$ cat config.mk
export PLATFORM = sky130hd
export DESIGN_NAME = display_scan_ctrl
export DESIGN_NICKNAME = d
export VERILOG_FILES = /design/src/rtl/display_scan_ctrl_pkg.sv /design/src/rtl/display_scan_ctrl_bcd_to_7seg.sv /design/src/rtl/display_scan_ctrl.sv
export SDC_FILE = /design/constraint.sdc
export NUM_CORES = 1
export LEC_CHECK = 0
export ABC_CLOCK_PERIOD_IN_PS = 3600
export CAP_MARGIN = 15
export CORE_ASPECT_RATIO = 1.5
export CORE_MARGIN = 3
export CORE_UTILIZATION = 40
export CTS_CLUSTER_SIZE = 28
export DETAILED_ROUTE_END_ITERATION = 10
export PLACE_DENSITY = 0.63
export SLEW_MARGIN = 20
export SYNTH_ARGS = -nofsm -noshare
export SYNTH_HDL_FRONTEND = slang
export SYNTH_SLANG_ARGS = --single-unit
$ cat constraint.sdc
create_clock -name clk -period 3.6 [get_ports clk]
set_clock_uncertainty 0.05 [all_clocks]
set_input_delay 0.72 -clock clk [delete_from_list [all_inputs] [get_ports clk]]
set_output_delay 0.72 -clock clk [all_outputs]
set_load 0.005 [all_outputs]
$ cat src/rtl/display_scan_ctrl_pkg.sv
`default_nettype none
// +----------------------------------------------------------------------------+
// | Package : display_pkg                                                      |
// | Purpose : Shared definitions for the multiplexed seven-segment scanner:    |
// |           FSM state encoding, segment patterns and a small sizing helper.  |
// | Rev     : 1.0  initial release                                             |
// +----------------------------------------------------------------------------+
package display_pkg;

   typedef enum logic [1:0] {
      ST_IDLE  = 2'd0,
      ST_BLANK = 2'd1,
      ST_SHOW  = 2'd2
   } state_e;

   // Segment order {g,f,e,d,c,b,a}, active-high.
   localparam logic [6:0] SEG_0   = 7'h3F;
   localparam logic [6:0] SEG_1   = 7'h06;
   localparam logic [6:0] SEG_2   = 7'h5B;
   localparam logic [6:0] SEG_3   = 7'h4F;
   localparam logic [6:0] SEG_4   = 7'h66;
   localparam logic [6:0] SEG_5   = 7'h6D;
   localparam logic [6:0] SEG_6   = 7'h7D;
   localparam logic [6:0] SEG_7   = 7'h07;
   localparam logic [6:0] SEG_8   = 7'h7F;
   localparam logic [6:0] SEG_9   = 7'h6F;
   localparam logic [6:0] SEG_OFF = 7'h00;

   localparam logic [7:0] AN_OFF  = 8'hFF;

   function automatic int unsigned max_u(input int unsigned a, input int unsigned b);
      return (a > b) ? a : b;
   endfunction

endpackage
`default_nettype wire

$ cat src/rtl/display_scan_ctrl_bcd_to_7seg.sv
`default_nettype none
// +----------------------------------------------------------------------------+
// | Module  : bcd_to_7seg                                                      |
// | Purpose : Combinational BCD to seven-segment decoder. Non-decimal nibbles  |
// |           (A-F) produce a dark digit.                                      |
// | Ports   : bcd_i [3:0] BCD nibble in                                        |
// |           seg_o [6:0] segments {g,f,e,d,c,b,a}, active-high                |
// | Rev     : 1.0  initial release                                             |
// +----------------------------------------------------------------------------+
module bcd_to_7seg
   import display_pkg::*;
(
   input  logic [3:0] bcd_i,
   output logic [6:0] seg_o
);

   always_comb begin
      seg_o = SEG_OFF;
      case (bcd_i)
         4'd0:    seg_o = SEG_0;
         4'd1:    seg_o = SEG_1;
         4'd2:    seg_o = SEG_2;
         4'd3:    seg_o = SEG_3;
         4'd4:    seg_o = SEG_4;
         4'd5:    seg_o = SEG_5;
         4'd6:    seg_o = SEG_6;
         4'd7:    seg_o = SEG_7;
         4'd8:    seg_o = SEG_8;
         4'd9:    seg_o = SEG_9;
         default: seg_o = SEG_OFF;
      endcase
   end

endmodule
`default_nettype wire

$ cat src/rtl/display_scan_ctrl.sv
`default_nettype none
// +----------------------------------------------------------------------------+
// | Module  : display_scan_ctrl                                                |
// | Purpose : Eight-digit multiplexed seven-segment scanner with dead-time     |
// |           between digits, per-frame shadowing of display data and         |
// |           per-digit blinking.                                              |
// | Ports   : clk, reset (sync, active-high), enable                           |
// |           digits_in[31:0] BCD nibbles, dp_in[7:0], blink_mask[7:0],        |
// |           blink_phase                                                      |
// |           an[7:0] active-low anodes, seg[6:0] {g..a}, dp, scan_idx[2:0],   |
// |           frame_start one-cycle pulse at first SHOW cycle of digit 0       |
// | Rev     : 1.0  initial release                                             |
// +----------------------------------------------------------------------------+
module display_scan_ctrl
   import display_pkg::*;
#(
   parameter int unsigned PRESCALE     = 1000,
   parameter int unsigned BLANK_CYCLES = 4
)(
   input  logic        clk,
   input  logic        reset,
   input  logic        enable,
   input  logic [31:0] digits_in,
   input  logic [7:0]  dp_in,
   input  logic [7:0]  blink_mask,
   input  logic        blink_phase,
   output logic [7:0]  an,
   output logic [6:0]  seg,
   output logic        dp,
   output logic [2:0]  scan_idx,
   output logic        frame_start
);

   localparam int unsigned CNT_MAX = max_u(PRESCALE, BLANK_CYCLES);
   localparam int unsigned CNT_W   = $clog2(CNT_MAX);
   localparam logic [CNT_W-1:0] BLANK_LAST = CNT_W'(BLANK_CYCLES - 1);
   localparam logic [CNT_W-1:0] SHOW_LAST  = CNT_W'(PRESCALE - 1);

   state_e            state_q, state_d;
   logic [CNT_W-1:0]  cnt_q, cnt_d;
   logic [2:0]        idx_q, idx_d;
   logic [31:0]       sh_digits_q, sh_digits_d;
   logic [7:0]        sh_dp_q, sh_dp_d;
   logic [7:0]        sh_blink_q, sh_blink_d;
   logic [7:0]        an_q, an_d;
   logic [6:0]        seg_q, seg_d;
   logic              dp_q, dp_d;
   logic              fs_q, fs_d;
   logic              load_frame;
   logic [3:0]        dec_bcd;
   logic [6:0]        dec_seg;

   // Outputs are derived from the next-state values so the registered
   // outputs line up with the state they describe, not one cycle behind.
   assign dec_bcd = sh_digits_d[{idx_d, 2'b00} +: 4];

   bcd_to_7seg u_dec (
      .bcd_i (dec_bcd),
      .seg_o (dec_seg)
   );

   always_comb begin
      state_d    = state_q;
      cnt_d      = cnt_q;
      idx_d      = idx_q;
      load_frame = 1'b0;

      if (!enable) begin
         state_d = ST_IDLE;
         cnt_d   = '0;
         idx_d   = 3'd0;
      end else begin
         case (state_q)
            ST_IDLE: begin
               state_d = ST_BLANK;
               cnt_d   = '0;
               idx_d   = 3'd0;
            end
            ST_BLANK: begin
               if (cnt_q == BLANK_LAST) begin
                  state_d    = ST_SHOW;
                  cnt_d      = '0;
                  load_frame = (idx_q == 3'd0);
               end else begin
                  cnt_d = cnt_q + CNT_W'(1);
               end
            end
            ST_SHOW: begin
               if (cnt_q == SHOW_LAST) begin
                  state_d = ST_BLANK;
                  cnt_d   = '0;
                  idx_d   = idx_q + 3'd1;
               end else begin
                  cnt_d = cnt_q + CNT_W'(1);
               end
            end
            default: begin
               state_d = ST_IDLE;
               cnt_d   = '0;
               idx_d   = 3'd0;
            end
         endcase
      end

      sh_digits_d = load_frame ? digits_in  : sh_digits_q;
      sh_dp_d     = load_frame ? dp_in      : sh_dp_q;
      sh_blink_d  = load_frame ? blink_mask : sh_blink_q;

      an_d  = AN_OFF;
      seg_d = SEG_OFF;
      dp_d  = 1'b0;
      fs_d  = 1'b0;
      if (state_d == ST_SHOW) begin
         // Blinking only darkens the anode; segment data keeps flowing so the
         // digit reappears unchanged when the phase flips.
         if (!(sh_blink_d[idx_d] && blink_phase)) begin
            an_d = ~(8'b0000_0001 << idx_d);
         end
         seg_d = dec_seg;
         dp_d  = sh_dp_d[idx_d];
         fs_d  = load_frame;
      end
   end

   always_ff @(posedge clk) begin
      if (reset) begin
         state_q     <= ST_IDLE;
         cnt_q       <= '0;
         idx_q       <= 3'd0;
         sh_digits_q <= '0;
         sh_dp_q     <= '0;
         sh_blink_q  <= '0;
         an_q        <= AN_OFF;
         seg_q       <= SEG_OFF;
         dp_q        <= 1'b0;
         fs_q        <= 1'b0;
      end else begin
         state_q     <= state_d;
         cnt_q       <= cnt_d;
         idx_q       <= idx_d;
         sh_digits_q <= sh_digits_d;
         sh_dp_q     <= sh_dp_d;
         sh_blink_q  <= sh_blink_d;
         an_q        <= an_d;
         seg_q       <= seg_d;
         dp_q        <= dp_d;
         fs_q        <= fs_d;
      end
   end

   assign an          = an_q;
   assign seg         = seg_q;
   assign dp          = dp_q;
   assign scan_idx    = idx_q;
   assign frame_start = fs_q;

endmodule
`default_nettype wire

==> impl_metrics.yaml <==
detailed_routing:
  viasPerCell: 5.379
  drt-total-wl_microns: 10970
  vias: 3857
  routedWlPerCell_microns: 15.29
  drtIter0Drc: 191
  drc_errors: 0
  ant_nets: 0
  drt_pass1_iterations: 4
clocking:
  cts.sinks: 80
  cts_tree: "done"
  post_cts_buffers: 0
  clkTransAtPathRegs_ps: 60
  worstSkewPairLatency_ps: 340
  cts_resized: 0
  cts_inserted_buffers: 9
  htree_levels: 3
  cts_hold_buf: 0
  ctsRootBufferMaster: "clkbuf_16"
  clockBufferDepth: 2
worst_setup_path:
  path_max_fanout: 7
  startpoint_type: "primary input"
  r2r_cells: 12
  arrival_ps: 3520
  worstSetupEndpointType: "flip-flop"
  cp.required_ps: 3810
  crit_type: "primary input to flip-flop"
floorplanning:
  num_rows: 44
  start_util: 0.4138
  dieArea_sq_um: 11350
  die_w_microns: 87.98
  die_h_microns: 129.0
  core_area_sq_um: 9744
  ioPinCount: 72
global_route:
  grt_max_degree: 54
  antenna_found_initial: 0
  grt_use_total: 0.2001
  grt_overflow: 0
  grt_pass1_wl_microns: 17690
  grt_pass1_vias: 3672
hold_path:
  hp-class: "flip-flop to flip-flop"
  hold_depth: 2
cells_and_area:
  multiInputGateArea_sq_um: 2237
  final_common_cell: "nand2_1"
  fill_cells: 931
  final-seq-area_sq_um: 1602
  syn_to_final_growth_pct: 31.71
  diodes: 0
  fin_cells: 717
  final_cell_mix: "128 x nand2_1, 80 x dfxtp_1, 70 x clkdlybuf4s50_1"
  drive_above_1_share: 0.1229
  fin_util: 0.5451
  final_nets: 662
placed_design:
  dpl_worst_slack_ps: -61.32
  io_buffers: 71
  hpwlAfterDp_microns: 8063
  placed_cells: 701
  place.gp.congestion: 0.8703
pwr:
  p_leak_nw: 2.076
  power_frac_seq: 0.480
  p_int_mw: 1.462
  comb_power_share: 0.049
  switching_share: 0.2081
  ir_worst_vdd_mv: 0.2654
  power.net_switching_mw: 0.3842
  p_total_mw: 1.846
  powerDensity_nw_per_um2: 347.6
  p_clk_frac: 0.471
timing:
  period_minus_slack_ps: 3309
  hold_viol: 0
  fmax_mhz: 302.2
  holdWs_ps: 399.8
  fin_ws_ps: 290.9
  setup_viol: 0
  maxSlewHeadroom: 0.6129
  worst_slew_pin_slew_ps: 580.7
  slew_viol_final: 0
  rsz0062_at_grt: "no"
  post-route-period-util: 0.9192
flow_run:
  cap_violations: 0
status:
  status: "complete, no violations"
synth:
  syn_area_sq_um: 4033
  ys_ff_latch: 80
  yosysTopAreaCell: "dfxtp_1"
  syn-mean-instance-area_sq_um: 7.907
  ys_warn_count: 0
  yosysTopAreaCellShare: 0.3971
  synthArstFlopShare: 0
  ys.flop_type: "dfxtp_1"
  ys_seq_area_frac: 0.3971
  synthesis.nets: 575
  syn_inst: 510
  synth-edff-count: 0
  ys_types: 63
  synth_area_leaders: "dfxtp_1 40%, nand2_1 12%, a21oi_1 6.0%"
## registers in the layout, summed over array words and instances, names as in the netlist
signal and count:
an 8, dp 1, sh_digits_q 32, sh_dp_q 8, scan_idx 3, sh_blink_q 8, state_q 2, frame_start 1
cnt_q 10, seg 7
## final timing paths
| kind | to | slack, ps | startpoint |
|---|---|---|---|
| max | seg[6]$_SDFF_PP0_ | 290 | enable |
| min | sh_dp_q[4]$_SDFF_PP0_ | 400 | sh_dp_q[4]$_SDFF_PP0_ |
| max reg2reg | seg[6]$_SDFF_PP0_ | 400 | cnt_q[0]$_SDFF_PP0_ |
| min reg2reg | sh_dp_q[4]$_SDFF_PP0_ | 400 | sh_dp_q[4]$_SDFF_PP0_ |
## cells by family after synthesis
| group | count (synthesis) | share of synthesized area |
|---|---|---|
| adder cells (fa/ha/maj) | 13 | 0.04034 |
| flip-flops | 80 | 0.3971 |
| AO/OA/AOI/OAI | 95 | 0.1508 |
| buffers and inverters | 46 | 0.04809 |
| XOR/XNOR | 8 | 0.01737 |
| AND/OR/NAND/NOR | 245 | 0.2851 |
| multiplexers | 23 | 0.06112 |
## cell usage after synthesis, types with 2 or more instances
| master | count |
|---|---|
| o21ai_0 | 12 |
| clkbuf_1 | 19 |
| a211oi_1 | 5 |
| nand3_1 | 31 |
| and4b_1 | 2 |
| buf_4 | 3 |
| buf_1 | 4 |
| xor2_1 | 4 |
| o31ai_1 | 2 |
| inv_1 | 12 |
| nand4_1 | 6 |
| and3_1 | 5 |
| ha_1 | 13 |
| o21a_1 | 2 |
| nor3_1 | 2 |
| nand4b_1 | 2 |
| buf_2 | 8 |
| nand3b_1 | 3 |
| xnor2_1 | 4 |
| o211ai_1 | 4 |
| mux2i_1 | 19 |
| dfxtp_1 | 80 |
| and4_1 | 2 |
| nor2_1 | 43 |
| mux2_2 | 3 |
| a21oi_1 | 48 |
| a311oi_1 | 2 |
| or3_1 | 2 |
| nor2b_1 | 3 |
| nand2b_1 | 2 |
| a31oi_1 | 3 |
| o211a_1 | 2 |
| nand2_1 | 128 |
## final cells by class
cell class / instances / share of cell area
clock inverters: 3 / 0.002827
multi-input cells: 384 / 0.4212
well taps: 115 / 0.02709
repair buffers: 110 / 0.1880
flip-flops and latches: 80 / 0.3015
inverters: 12 / 0.008481
clock buffers: 13 / 0.05088
## per-stage QoR
| step | TNS [ps] | area [sq um] |
|---|---|---|
| 2_1_floorplan | 0 | 4033 |
| 3_3_place_gp | -4.270 | 5026 |
| 3_5_place_dp | -136.6 | 5026 |
| 4_1_cts | 0 | 5311 |
| 5_1_grt | 0 | 5311 |
| 6_report | 0 | 5311 |
## critical path, cell delays in order
cell	delay, ps
clkdlybuf4s50_1	590
and4b_1	240
nand4_1	240
buf_4	270
mux2i_1	200
o211ai_1	120
nand3_1	90
a2bb2oi_1	220
inv_1	90
ha_1	180
or3b_1	390
a31oi_1	180
## metal layers
layer / wire [microns] / up-vias / global-route usage
li1: - / 1926 / -
met1: 4523 / 1824 / 0.2373
met2: 5767 / 94 / 0.3472
met3: 494 / 13 / 0.04548
met4: 180 / 0 / 0.07407
met5: 0 / - / 0
## power groups by stage
stage	logic [mW]	registers, mW	clock network (mW)
2_1_floorplan	0.0202	0.906	0
3_3_place_gp	0.0908	0.906	0
3_5_place_dp	0.0903	0.906	0
4_1_cts	0.0910	0.887	0.892
5_1_grt	0.0969	0.886	0.928
6_report	0.0904	0.887	0.869
Note: power is estimated with default switching activity, not from simulation.
